[src/rtl/tpu_fxp_pkg.sv]
// Shared fixed-point definitions for the VPU column children (Q8.8 data path).
package tpu_fxp_pkg;

  localparam int unsigned FXP_DATA_W = 16;
  localparam int unsigned FXP_FRAC_W = 8;
  localparam int unsigned FXP_ACC_W  = 24;

  localparam logic signed [15:0] SAT_MAX = 16'sh7FFF;
  localparam logic signed [15:0] SAT_MIN = 16'sh8000;

  typedef enum logic {
    IDLE  = 1'b0,
    ACCUM = 1'b1
  } accum_state_t;

  // Callers sign-extend their wide value to 32 bits before calling.
  function automatic logic signed [15:0] sat16(input logic signed [31:0] v);
    if (v > 32'sd32767) begin
      return SAT_MAX;
    end else if (v < -32'sd32768) begin
      return SAT_MIN;
    end else begin
      return v[15:0];
    end
  endfunction

endpackage

[src/rtl/bias_acc_child.sv]
// Per-column accumulate-and-bias stage: sums K tile partial sums plus bias,
// saturates to 16 bits and emits one valid pulse per completed element.
module bias_acc_child
  import tpu_fxp_pkg::*;
#(
  parameter int unsigned DATA_W = FXP_DATA_W,
  parameter int unsigned ACC_W  = FXP_ACC_W,
  parameter int unsigned CNT_W  = 8
) (
  input  logic              clk,
  input  logic              rst,
  input  logic [CNT_W-1:0]  cfg_tiles_in,
  input  logic              psum_valid_in,
  input  logic              psum_first_in,
  input  logic [DATA_W-1:0] psum_in,
  input  logic [DATA_W-1:0] bias_in,
  output logic [DATA_W-1:0] acc_data_out,
  output logic              acc_valid_out,
  output logic              acc_busy_out,
  output logic              acc_err_out
);

  accum_state_t             state_q, state_d;
  logic signed [ACC_W-1:0]  acc_q, acc_d;
  logic [CNT_W-1:0]         rem_q, rem_d;
  logic [DATA_W-1:0]        data_q, data_d;
  logic                     valid_q, valid_d;
  logic                     err_q, err_d;

  logic signed [ACC_W-1:0]  psum_ext, bias_ext, first_sum, acc_next;
  logic [CNT_W-1:0]         tiles_m1;

  assign psum_ext  = ACC_W'($signed(psum_in));
  assign bias_ext  = ACC_W'($signed(bias_in));
  assign first_sum = psum_ext + bias_ext;
  assign acc_next  = acc_q + psum_ext;
  // A tile count of zero behaves as a single tile.
  assign tiles_m1  = (cfg_tiles_in == '0) ? '0 : cfg_tiles_in - 1'b1;

  always_comb begin
    state_d = state_q;
    acc_d   = acc_q;
    rem_d   = rem_q;
    data_d  = '0;
    valid_d = 1'b0;
    err_d   = err_q;
    if (psum_valid_in) begin
      if (psum_first_in) begin
        // A first beat mid-element abandons the partial sum and restarts.
        if (state_q == ACCUM) begin
          err_d = 1'b1;
        end
        acc_d = first_sum;
        rem_d = tiles_m1;
        if (tiles_m1 == '0) begin
          valid_d = 1'b1;
          data_d  = DATA_W'(sat16(32'(first_sum)));
          state_d = IDLE;
        end else begin
          state_d = ACCUM;
        end
      end else if (state_q == IDLE) begin
        err_d = 1'b1;
      end else begin
        acc_d = acc_next;
        rem_d = rem_q - 1'b1;
        if (rem_q == CNT_W'(1)) begin
          valid_d = 1'b1;
          data_d  = DATA_W'(sat16(32'(acc_next)));
          state_d = IDLE;
        end
      end
    end
  end

  always_ff @(posedge clk or posedge rst) begin
    if (rst) begin
      state_q <= IDLE;
      acc_q   <= '0;
      rem_q   <= '0;
      data_q  <= '0;
      valid_q <= 1'b0;
      err_q   <= 1'b0;
    end else begin
      state_q <= state_d;
      acc_q   <= acc_d;
      rem_q   <= rem_d;
      data_q  <= data_d;
      valid_q <= valid_d;
      err_q   <= err_d;
    end
  end

  assign acc_data_out  = data_q;
  assign acc_valid_out = valid_q;
  assign acc_busy_out  = (state_q == ACCUM);
  assign acc_err_out   = err_q;

endmodule

[config.mk]
export PLATFORM = sky130hd
export DESIGN_NAME = bias_acc_child
export DESIGN_NICKNAME = d
export VERILOG_FILES = /design/src/rtl/tpu_fxp_pkg.sv /design/src/rtl/bias_acc_child.sv
export SDC_FILE = /design/constraint.sdc
export NUM_CORES = 1
export LEC_CHECK = 0
export BUFFER_PORTS_ARGS = -buffer_cell sky130_fd_sc_hd__clkbuf_2
export CAP_MARGIN = 20
export CORE_MARGIN = 2
export CORE_UTILIZATION = 45
export CTS_CLUSTER_SIZE = 28
export DETAILED_ROUTE_END_ITERATION = 16
export PLACE_DENSITY_LB_ADDON = 0.15
export SETUP_SLACK_MARGIN = 0.5
export SLEW_MARGIN = 10
export SYNTH_ARGS = -nofsm -noshare
export SYNTH_HDL_FRONTEND = slang
export SYNTH_SLANG_ARGS = --single-unit
[constraint.sdc]
create_clock -name clk -period 9.65 [get_ports clk]
set_clock_uncertainty 0.15 [all_clocks]
set_input_delay 1.93 -clock clk [delete_from_list [all_inputs] [get_ports clk]]
set_output_delay 1.93 -clock clk [all_outputs]
set_load 0.02 [all_outputs]
[After elaboration in Yosys (flattened, before gate mapping)]
Index checks and enable logic that the tools add are counted.
Word-level totals
  register bits: 51
  output and inout bits: 19
Cells by class
  add/sub/neg operators: 4
  order comparisons: 4
  eq/ne operators: 3
  multiplexer cells: 26
  reduce and logical (&&, ||, !) cells: 5
Operators with widths (number)
  16-bit two-way mux: 9
  24-bit two-way mux: 2
  24-bit by 16-bit adder with 24-bit output: 1
  24-bit by 16-bit > comparator with 1-bit output, second input constant: 1
  24-bit by 16-bit less-than comparator with 1-bit output, second input constant: 1
  8-bit two-way mux: 3
  16-bit by 16-bit adder with 17-bit output: 1
  17-bit by 16-bit > comparator with 1-bit output, second input constant: 1
  17-bit by 16-bit less-than comparator with 1-bit output, second input constant: 1
  8-bit zero test: 2
  8-bit by 1-bit subtractor with 8-bit output, second input constant: 2
  1-bit two-way mux: 12
  8-bit by 1-bit == test with 1-bit output, second input constant: 1
  3-bit AND reduction: 1
  2-bit by 1-bit != test with 1-bit output, second input constant: 1
  2-bit != test, second input constant: 1
  2-bit AND reduction: 1
  2-bit nonzero test: 1

[Logic depth before layout (Yosys ltp)]
Gate-level depths: netlist of the first run.
  word-level depth: 8
  depth in mapped cells: 12
  gate-level depth less buffers: 11

[Worst setup path before layout of the first run]
No wires, ideal clock.
  path type: input to register
  from: input psum_in[0]
  to: register data_q[13] (netlist: acc_data_out[13])
  setup time: 94 ps
  arrival: 4670 ps
  data required time: 9406 ps
  setup slack: 4736 ps
  cell stages on the path: 12
  path buffers: 1
  cell sequence: ha_1 fa_1 a21o_1 a221oi_2 o211ai_4 nand3_2 or4b_4 nand4bb_4 nor4_4 buf_6 o21ai_1 a221oi_2
On the way
  longest elaborated chain between the ends: 8
  elaborated cells on any way between the ends: 15
Ends and longest elaborated chain
  start, declared: RTL line bias_acc_child.sv:15  | input logic [DATA_W-1:0] psum_in,
  24-bit by 16-bit adder with 24-bit output: RTL line bias_acc_child.sv:36  | assign acc_next = acc_q + psum_ext;
  24-bit by 16-bit less-than comparator with 1-bit output: RTL line tpu_fxp_pkg.sv:20  | end else if (v < -32'sd32768) begin
  16-bit two-way mux: RTL line tpu_fxp_pkg.sv:20
  16-bit two-way mux: RTL line tpu_fxp_pkg.sv:18  | if (v > 32'sd32767) begin
  16-bit two-way mux: RTL line bias_acc_child.sv:67  | if (rem_q == CNT_W'(1)) begin
  16-bit two-way mux: RTL line bias_acc_child.sv:62  | end else if (state_q == IDLE) begin
  16-bit two-way mux (*): RTL line bias_acc_child.sv:48  | if (psum_first_in) begin
  16-bit two-way mux (*): RTL line bias_acc_child.sv:47  | if (psum_valid_in) begin
  via data_d[13]: RTL line bias_acc_child.sv:26  | logic [DATA_W-1:0] data_q, data_d;
  end signal, assigned: RTL line bias_acc_child.sv:88  | data_q <= data_d;
  end, declared: RTL line bias_acc_child.sv:26
The timed path passes the listed nets; every way through them passes the cells marked *.
A chain may end at the register's enable or synchronous reset.

[Worst setup path in the final report of the first run]
  from: input psum_in[0]
  to: register data_q[2] (netlist: acc_data_out[2])
The elaborated chain is that of the path after synthesis.

==> run metrics, run 1 <==
run status=finished, final reports clean; RSZ-0062 raised after global routing=false; r2r setup slk=5520 ps; final instance area=5350 um^2; Worst Hold Endpoint=acc_q[2]; CORE AREA=10400 um^2; Total Wirelength=13.8 mm; Pre-Repair DR Iteration Count=5; Overflow after GRT=0; average size of a mapped cell=8.39 um^2; crit path capture type=flip-flop; Peak Freq=184 MHz; PwrDens=237 nW/um^2; synthesized-area fraction occupied by adder cells=0.119; total CTS buffers=5; reg2reg start=acc_q[0]; Synth-to-Final Area Change=10.5%; Net Count, Synth=666; placed insts=755; Vias=4572; ANT cells=0; R2R Path End=acc_data_out[2]; Slew headroom=0.404; Placed Area=5230 um^2; most frequent cell after synthesis=nand2_1; most frequent cells after synthesis=nand2_1 (67), dfrtp_1 (51), o21ai_0 (48); Max Cap Violations=0; vias per cell=5.98; final period utilization=0.564; Hold Path Depth=2; Area contributors post-synth=dfrtp_1 (26%), ha_1 (11%), nand2_1 (5.2%); Final HPWL DP=10.5 mm; post-synthesis instance total=577; largest area contributor in the netlist=dfrtp_1; critical path class=in2reg; CTS tree=built; Hold WS=336 ps; Die X=108 um; arrival time of the worst setup path=5510 ps; Die Y=108 um; initial antenna violation count=0; Post-synth EDFFs=0; mux share of post-synthesis cell area=0.0292; clk slew on worst S/H paths=110 ps; worst skew pair latency=320 ps; number of synthesized register bits=51; cts repair resizes=0; setup TNS=0 ps; critical path required time=9720 ps; Leak=2.42 nW; Worst Tran Pin Value=886 ps; gpl congestion=0.905; io pins=63; minimum clock period=5440 ps; area of the mapped netlist=4840 um^2; Yosys top cell area share=0.264; Post-Synth XOR/XNOR Area=0.0634; Clock Sinks=51; YS warnings=0; CP Launch Type=input port; CTS Hold Bufs=0; die area=11600 um^2; hold wc startpoint=acc_q[2]; # H-tree levels=2; worst vdd ir=0.0000830 V; ys flop type=dfrtp_1; 1st-iter DRT viols=209; final setup fails=0; post-synthesis sequential area ratio=0.264; starting density of the core=0.467; largest net degree at the start of global routing=52; main combinational cell family by area after synthesis=compound AO/OA/AOI/OAI gates; Port Buf Inserts=62; post-synthesis compound-gate area fraction=0.300; R2R depth=11; wire per inst=18.0 um; DRC errors left=0; ANT nets after route=0; Slew Viols, Final=0; maximum buffer depth of the clock tree=2; count of final hold-check violations=0; num rows=37; Tot Pwr=1.27 mW; clk root buf=clkbuf_8; Post-Synth Simple-Gate Area=0.190; first-pass GRT wire length=22.7 mm; vias in the first global route=4605; ys async rst share=1.00; layout cell share with drive strength beyond 1=0.164; Cell Count, Final, Fillers Out=765; worst-path fanout max=15; post-CTS setup buffer count=0; Netlist cell types=74; Tightest Hold Check Type=reg2reg; NumNets Final=717; total track usage=0.247
==> worst max-delay path, cell delays in order <==
cell and delay (ps):
clkbuf_2 90, ha_1 230, fa_1 410, a21o_1 200, a221oi_2 490, o211ai_4 210
nand3_2 100, or4b_4 490, nand4bb_4 220, nor4_4 590, o21ai_0 170, a221oi_1 350
==> logic make-up after synthesis <==
family | Yosys count
buf+inv | 37
xor+xnor | 35
mux | 14
compound gates | 214
fa+ha+maj | 45
simple gates | 181
flops | 51
==> final cells by class <==
| type | instances | area (um^2) |
|---|---|---|
| Sequential cell | 51 | 1280 |
| Timing Repair Buffer | 67 | 359 |
| Fill cell | 1030 | 5020 |
| Clock buffer | 5 | 68.8 |
| Tap cell | 136 | 170 |
| Multi-Input combinational cell | 489 | 3400 |
| Inverter | 14 | 52.6 |
| Clock inverter | 3 | 22.5 |
==> report_power, final <==
part	internal (mW)	leakage, nW	switching (mW)
combinational	0.327	1.74	0.498
clock	0.0524	0.0485	0.0856
sequential	0.267	0.633	0.0378
total	0.647	2.42	0.621
==> how the worst max path moves through the flow <==
stage | start | to | slack (ps) | cells after the start
detailed placement | psum_in[15] | acc_data_out[7] | 3880 | 12
floorplan | psum_in[0] | acc_data_out[13] | 4740 | 12
CTS | psum_in[15] | acc_data_out[10] | 4160 | 12
global placement | psum_in[0] | acc_data_out[3] | 3890 | 12
finish | psum_in[0] | acc_data_out[2] | 4210 | 12
global route | psum_in[0] | acc_data_out[3] | 4030 | 12
==> flip-flops by register name (all words and copies together) (netlist names) <==
register / cells
rem_q: 8
acc_q: 24
acc_busy_out: 1
acc_valid_out: 1
acc_data_out: 16
acc_err_out: 1
==> placed cells by master (no fill, tap or decap), drive strengths merged, types with 6 or more instances in the layout <==
| master | count |
|---|---|
| a21o | 13 |
| o21a | 15 |
| mux2i | 13 |
| dfrtp | 51 |
| nor2b | 6 |
| nand3 | 10 |
| clkbuf | 67 |
| a211oi | 12 |
| xnor2 | 21 |
| a31oi | 13 |
| xor2 | 14 |
| o211ai | 14 |
| a21oi | 41 |
| o21ai | 60 |
| nand2 | 67 |
| nor3 | 14 |
| ha | 43 |
| o21bai | 6 |
| inv | 15 |
| and3 | 9 |
| a221oi | 13 |
| nor2 | 37 |
==> metrics by stage <==
| stage | setup slack, ps | utilization |
|---|---|---|
| finish | 4210 | 0.516 |
| global route | 4030 | 0.516 |
| CTS | 4160 | 0.513 |
| detailed placement | 3880 | 0.505 |
| global placement | 3890 | 0.503 |
| floorplan | 4740 | - |
==> layer usage <==
layer,track usage,vias up,part of all wire
li1,-,2261,-
met1,0.333,2148,0.47
met2,0.404,135,0.46
met3,0.0321,28,0.047
met4,0.0925,0,0.029
met5,0,-,0
Power figures use the tool's default switching activity.
==> inputs of run 2 (changes only) <==
clock period = 5.22 ns   (was 9.65 ns; I/O delays follow)
==> run 2 against run 1 <==
  * Combinational power grew 83%
  * Core utilization grew 0.19 points
  * Hold slack gained 8.9 ps
  * Via count shrank 0.92%
==> run metrics, run 2 (same netlist as run 1, synthesis figures left out) <==
Slew headroom=0.408 (+0.00437); Cell Count, Final, Fillers Out=768 (+0.39%); Final HPWL DP=10.2 mm (-3.0%); critical path required time=5290 ps (-4430 ps); crit path capture type=flip-flop; DRC errors left=0 (unchanged); Slew Viols, Final=0 (unchanged); Overflow after GRT=0 (unchanged); Max Cap Violations=0 (unchanged); # H-tree levels=2 (unchanged); wire per inst=17.4 um (-3.3%); Total Wirelength=13.4 mm (-2.9%); Tot Pwr=2.33 mW (+84%); Leak=2.43 nW (+0.49%); worst skew pair latency=320 ps (about the same); arrival time of the worst setup path=4290 ps (-1220 ps); CTS Hold Bufs=0 (unchanged); gpl congestion=0.885 (-2.2%); Pre-Repair DR Iteration Count=7 (+2); die area=11600 um^2 (unchanged); ANT cells=0 (unchanged); initial antenna violation count=0 (unchanged); cts repair resizes=0 (unchanged); final instance area=5370 um^2 (+0.37%); clk slew on worst S/H paths=110 ps (about the same); largest net degree at the start of global routing=52 (unchanged); area of the multi-input gates=3400 um^2 (unchanged); Port Buf Inserts=62 (unchanged); placed insts=759 (+0.53%); met2 usage=0.399 (-0.00449); worst slack at placement=725 ps (-3150 ps); num rows=37 (unchanged); met3 Use GR=0.0327 (+0.000605); starting density of the core=0.467 (unchanged); total track usage=0.237 (-0.0104); Worst Tran Pin Value=879 ps (-6.49 ps); final setup fails=0 (unchanged); global route hottest layer=met2; Tightest Hold Check Type=reg2reg; post-CTS setup buffer count=0 (unchanged); setup TNS=0 ps (unchanged); PwrDens=434 nW/um^2 (+83%); layout cell share with drive strength beyond 1=0.168 (+0.00397); RSZ-0062 raised after global routing=false; CORE AREA=10400 um^2 (unchanged); ANT nets after route=0 (unchanged); Die X=108 um (unchanged); worst vdd ir=0.000230 V (+180%); max reg flops=24 (unchanged); Biggest register=acc_q; most frequent cells in the layout=nand2_1 (67), clkbuf_2 (62), dfrtp_1 (51); run status=finished, final reports clean; Clock Sinks=51 (unchanged); 1st-iter DRT viols=198 (-5.3%); worst stage delay on the critical path=510 ps (-80 ps); vias per cell=5.90 (-1.3%); critical path class=in2reg; Die Y=108 um (unchanged); setup ws final=1000 ps (-3200 ps); Critical-path top delay cell=a221oi_2; vias in the first global route=4311 (-6.4%); final period utilization=0.808; first-pass GRT wire length=21.9 mm (-3.7%); io pins=63 (unchanged); commonest non-fill, non-tap cell in the layout=nand2_1; CTS tree=built; met1 usage=0.329 (-0.00476); Synth-to-Final Area Change=10.9%; minimum clock period=4220 ps; Placed Area=5260 um^2 (+0.50%); Peak Freq=237 MHz; worst path cell trace=clkbuf_2 > ha_1 > fa_1 > a21o_1 > a221oi_2 > o211ai_4 > nand3_2 > or4b_4 > nand4bb_4 > nor4_4 > buf_4 > o21ai_0 > a221oi_1; fillcell total=1037 (+0.68%); count of final hold-check violations=0 (unchanged); Vias=4530 (-0.92%); total CTS buffers=5 (unchanged); worst-path fanout max=15 (unchanged); sequential cell area=1280 um^2 (unchanged); CP Launch Type=input port; clk root buf=clkbuf_8; NumNets Final=720 (+0.42%); maximum buffer depth of the clock tree=2 (unchanged)
## run 2: changes by cell type in the layout (fill, tap and decap cells not counted)
cell / change
clkinvlp_4: +1
buf_6: -1
inv_6: -1
buf_4: +4
clkinv_4: -1
inv_8: +1
## run 2: final cells by class
type,instances,area share
clock inverters,3,0.00443
well taps,136,0.0317
repair buffers,70,0.0704
inverters,14,0.00979
clock buffers,5,0.0128
multi-input cells,489,0.633
flip-flops and latches,51,0.238
## run 2: worst paths after layout
path	startpoint	to	slack, ps	cells after the start
max	psum_in[0]	acc_data_out[3]	1000	13
min	acc_q[9]	acc_q[9]	340	2
max reg2reg	acc_q[0]	acc_data_out[3]	1430	12
min reg2reg	acc_q[9]	acc_q[9]	340	2
max in group asynchronous	rst	acc_data_out[6]	3740	3
min in group asynchronous	rst	acc_q[22]	720	3
## run 2: through the flow
step / hold WS [ps] / utilization
2_1_floorplan: 293 / -
3_3_place_gp: 307 / 0.507
3_5_place_dp: 319 / 0.507
4_1_cts: 345 / 0.516
5_1_grt: 371 / 0.517
6_report: 345 / 0.517
## run 2: worst max-delay path, delay by kind of cell
kind                       cells  cell delay [ps]
AOI/OAI and AO/OA              5             1300
and+or+nand+nor                4              920
adders and majority gates      2              660
buffers and inverters          2              340
## run 2: layer usage
| metal | routed length [um] | part of all wire |
|---|---|---|
| met5 | 0 | 0 |
| met4 | 77 | 0.0058 |
| met3 | 614 | 0.046 |
| met2 | 6320 | 0.47 |
| met1 | 6340 | 0.47 |
## run 2: power breakdown
| group | internal (mW) | switching [mW] |
|---|---|---|
| sequential | 0.494 | 0.0724 |
| combinational | 0.604 | 0.901 |
| clock | 0.0975 | 0.160 |
| total | 1.20 | 1.13 |
==> inputs of run 3 (changes only) <==
clock period = 3.6 ns   (was 5.22 ns; I/O delays follow)
==> run 3 against run 2 <==
  * Hold slack got worse by 11 ps
  * Worst setup slack lost 990 ps
  * Core utilization grew 12 points
  * Clock power increased by 46%
  * Sequential share of layout area fell by 4.5 points
  * Design area up 23%
  * Total power increased by 85%
  * Largest power group unchanged
==> run metrics, run 3 (same netlist as run 1, synthesis figures left out) <==
worst vdd ir=0.000337 V (+47%); num rows=37 (unchanged); arrival time of the worst setup path=3670 ps (-620 ps); run status=finished, final reports clean; first-pass GRT wire length=23.6 mm (+8.0%); critical path required time=3680 ps (-1610 ps); R2R Path End=acc_data_out[2]; total track usage=0.253 (+0.0161); final setup fails=0 (unchanged); setup TNS=0 ps (unchanged); critical path class=in2reg; Worst setup startpoint=psum_in[0]; worst-path fanout max=7 (-8); vias in the first global route=5037 (+17%); NumNets Final=832 (+16%); gpl congestion=0.903 (+2.0%); layout cell share with drive strength beyond 1=0.353 (+0.186); r2r setup slk=60 ps (-1370 ps); max reg flops=24 (unchanged); # H-tree levels=2 (unchanged); Worst Tran Pin Value=932 ps (+52.4 ps); R2R depth=14 (+2); Leak=3.05 nW (+26%); Port Buf Inserts=62 (unchanged); Max Cap Violations=0 (unchanged); commonest non-fill, non-tap cell in the layout=buf_4; Clock Sinks=51 (unchanged); Final HPWL DP=11.3 mm (+11%); vias per cell=5.69 (-3.5%); total CTS buffers=5 (unchanged); worst slack at placement=-263 ps (-988 ps); Tightest Hold Check Type=reg2reg; DRC errors left=0 (unchanged); Cell Count, Final, Fillers Out=880 (+15%); Synth-to-Final Area Change=37.0%; top routing layer used=met4; CORE AREA=10400 um^2 (unchanged); clk slew on worst S/H paths=110 ps (about the same); CTS tree=built; largest net degree at the start of global routing=52 (unchanged); CP Launch Type=input port; met3 WL=564 um (-8.1%); PwrDens=651 nW/um^2 (+50%); Biggest register=acc_q; ANT cells=0 (unchanged); final period utilization=0.997; maximum buffer depth of the clock tree=2 (unchanged); Pre-Repair DR Iteration Count=4 (-3); die area=11600 um^2 (unchanged); Total Wirelength=14.9 mm (+12%); RSZ-0062 raised after global routing=true; ANT nets after route=0 (unchanged); placed insts=862 (+14%); most frequent cells in the layout=buf_4 (115), nand2_1 (66), clkbuf_2 (60); Met2 Wirelength=7.31 mm (+16%); initial antenna violation count=0 (unchanged); crit path capture type=flip-flop; 1st-iter DRT viols=196 (-1.0%); wire per inst=17.0 um (-2.3%); reg2reg start=acc_q[0]; worst skew pair latency=310 ps (about the same); critical path endpoint=acc_data_out[2]; Overflow after GRT=0 (unchanged); starting density of the core=0.467 (unchanged); met1 wire length=6.81 mm (+7.4%); Placed Area=6080 um^2 (+16%); Die Y=108 um (unchanged); Slew Viols, Final=0 (unchanged); Slew headroom=0.372 (-0.0361); Peak Freq=279 MHz; io pins=63 (unchanged); minimum clock period=3590 ps; Final Core Density=0.639 (+0.122); Vias=5011 (+11%); clk root buf=clkbuf_8; Die X=108 um (unchanged); final instance area=6630 um^2 (+23%); count of final hold-check violations=0 (unchanged); setup ws final=10.8 ps (-993 ps)
run 3: critical path: stages:
cell and delay (ps):
buf_8 100, ha_4 150, fa_2 340, a21o_1 210, a221oi_4 340, o211ai_4 160
nand3_2 80, or4b_4 460, nand4bb_4 220, nor4_4 140, buf_4 180, buf_12 140
buf_4 120, o21ai_4 50, a221oi_2 250
run 3: worst min path at each step:
stage | start | to | slack [ps] | cells past startpoint
floorplan | acc_q[2] | acc_q[2] | 290 | 2
global placement | acc_err_out | acc_err_out | 310 | 1
detailed placement | acc_err_out | acc_err_out | 300 | 1
CTS | acc_err_out | acc_err_out | 340 | 1
global route | acc_err_out | acc_err_out | 350 | 1
finish | acc_err_out | acc_err_out | 330 | 1
run 3: metal layers:
| metal | vias up | GRT usage |
|---|---|---|
| met5 | - | 0 |
| met4 | 0 | 0.0650 |
| met3 | 22 | 0.0285 |
| met2 | 123 | 0.442 |
| met1 | 2371 | 0.332 |
| li1 | 2495 | - |
run 3: report_power, final:
group	switching (mW)	internal, mW	total (mW)
Combinational	1.61	1.49	3.10
Clock	0.232	0.144	0.376
Sequential	0.118	0.717	0.834
Total	1.96	2.35	4.31
run 3: what timing repair did:
action / 4_1_cts / 5_1_grt
resized for setup: 4 / 64
hold buffers: 0 / 0
pin swaps: 1 / 17
endpoints found under the setup margin: 19 / 23
setup buffers: 0 / 8
gates cloned: 0 / 1
run 3: per-stage QoR:
step | hold slack [ps] | power, mW
after global routing | 353 | 4.62
after detailed placement | 305 | 3.53
after floorplan | 293 | 2.52
after global placement | 309 | 3.48
final | 333 | 4.31
after CTS | 337 | 3.94
run 3: area by class of cell:
type / count / area (um^2)
clock buffers: 5 / 68.8
clock inverters: 3 / 27.5
fillers: 932 / 3740
inverters: 14 / 53.8
multi-input cells: 489 / 3740
flip-flops and latches: 51 / 1280
well taps: 136 / 170
repair buffers: 182 / 1290
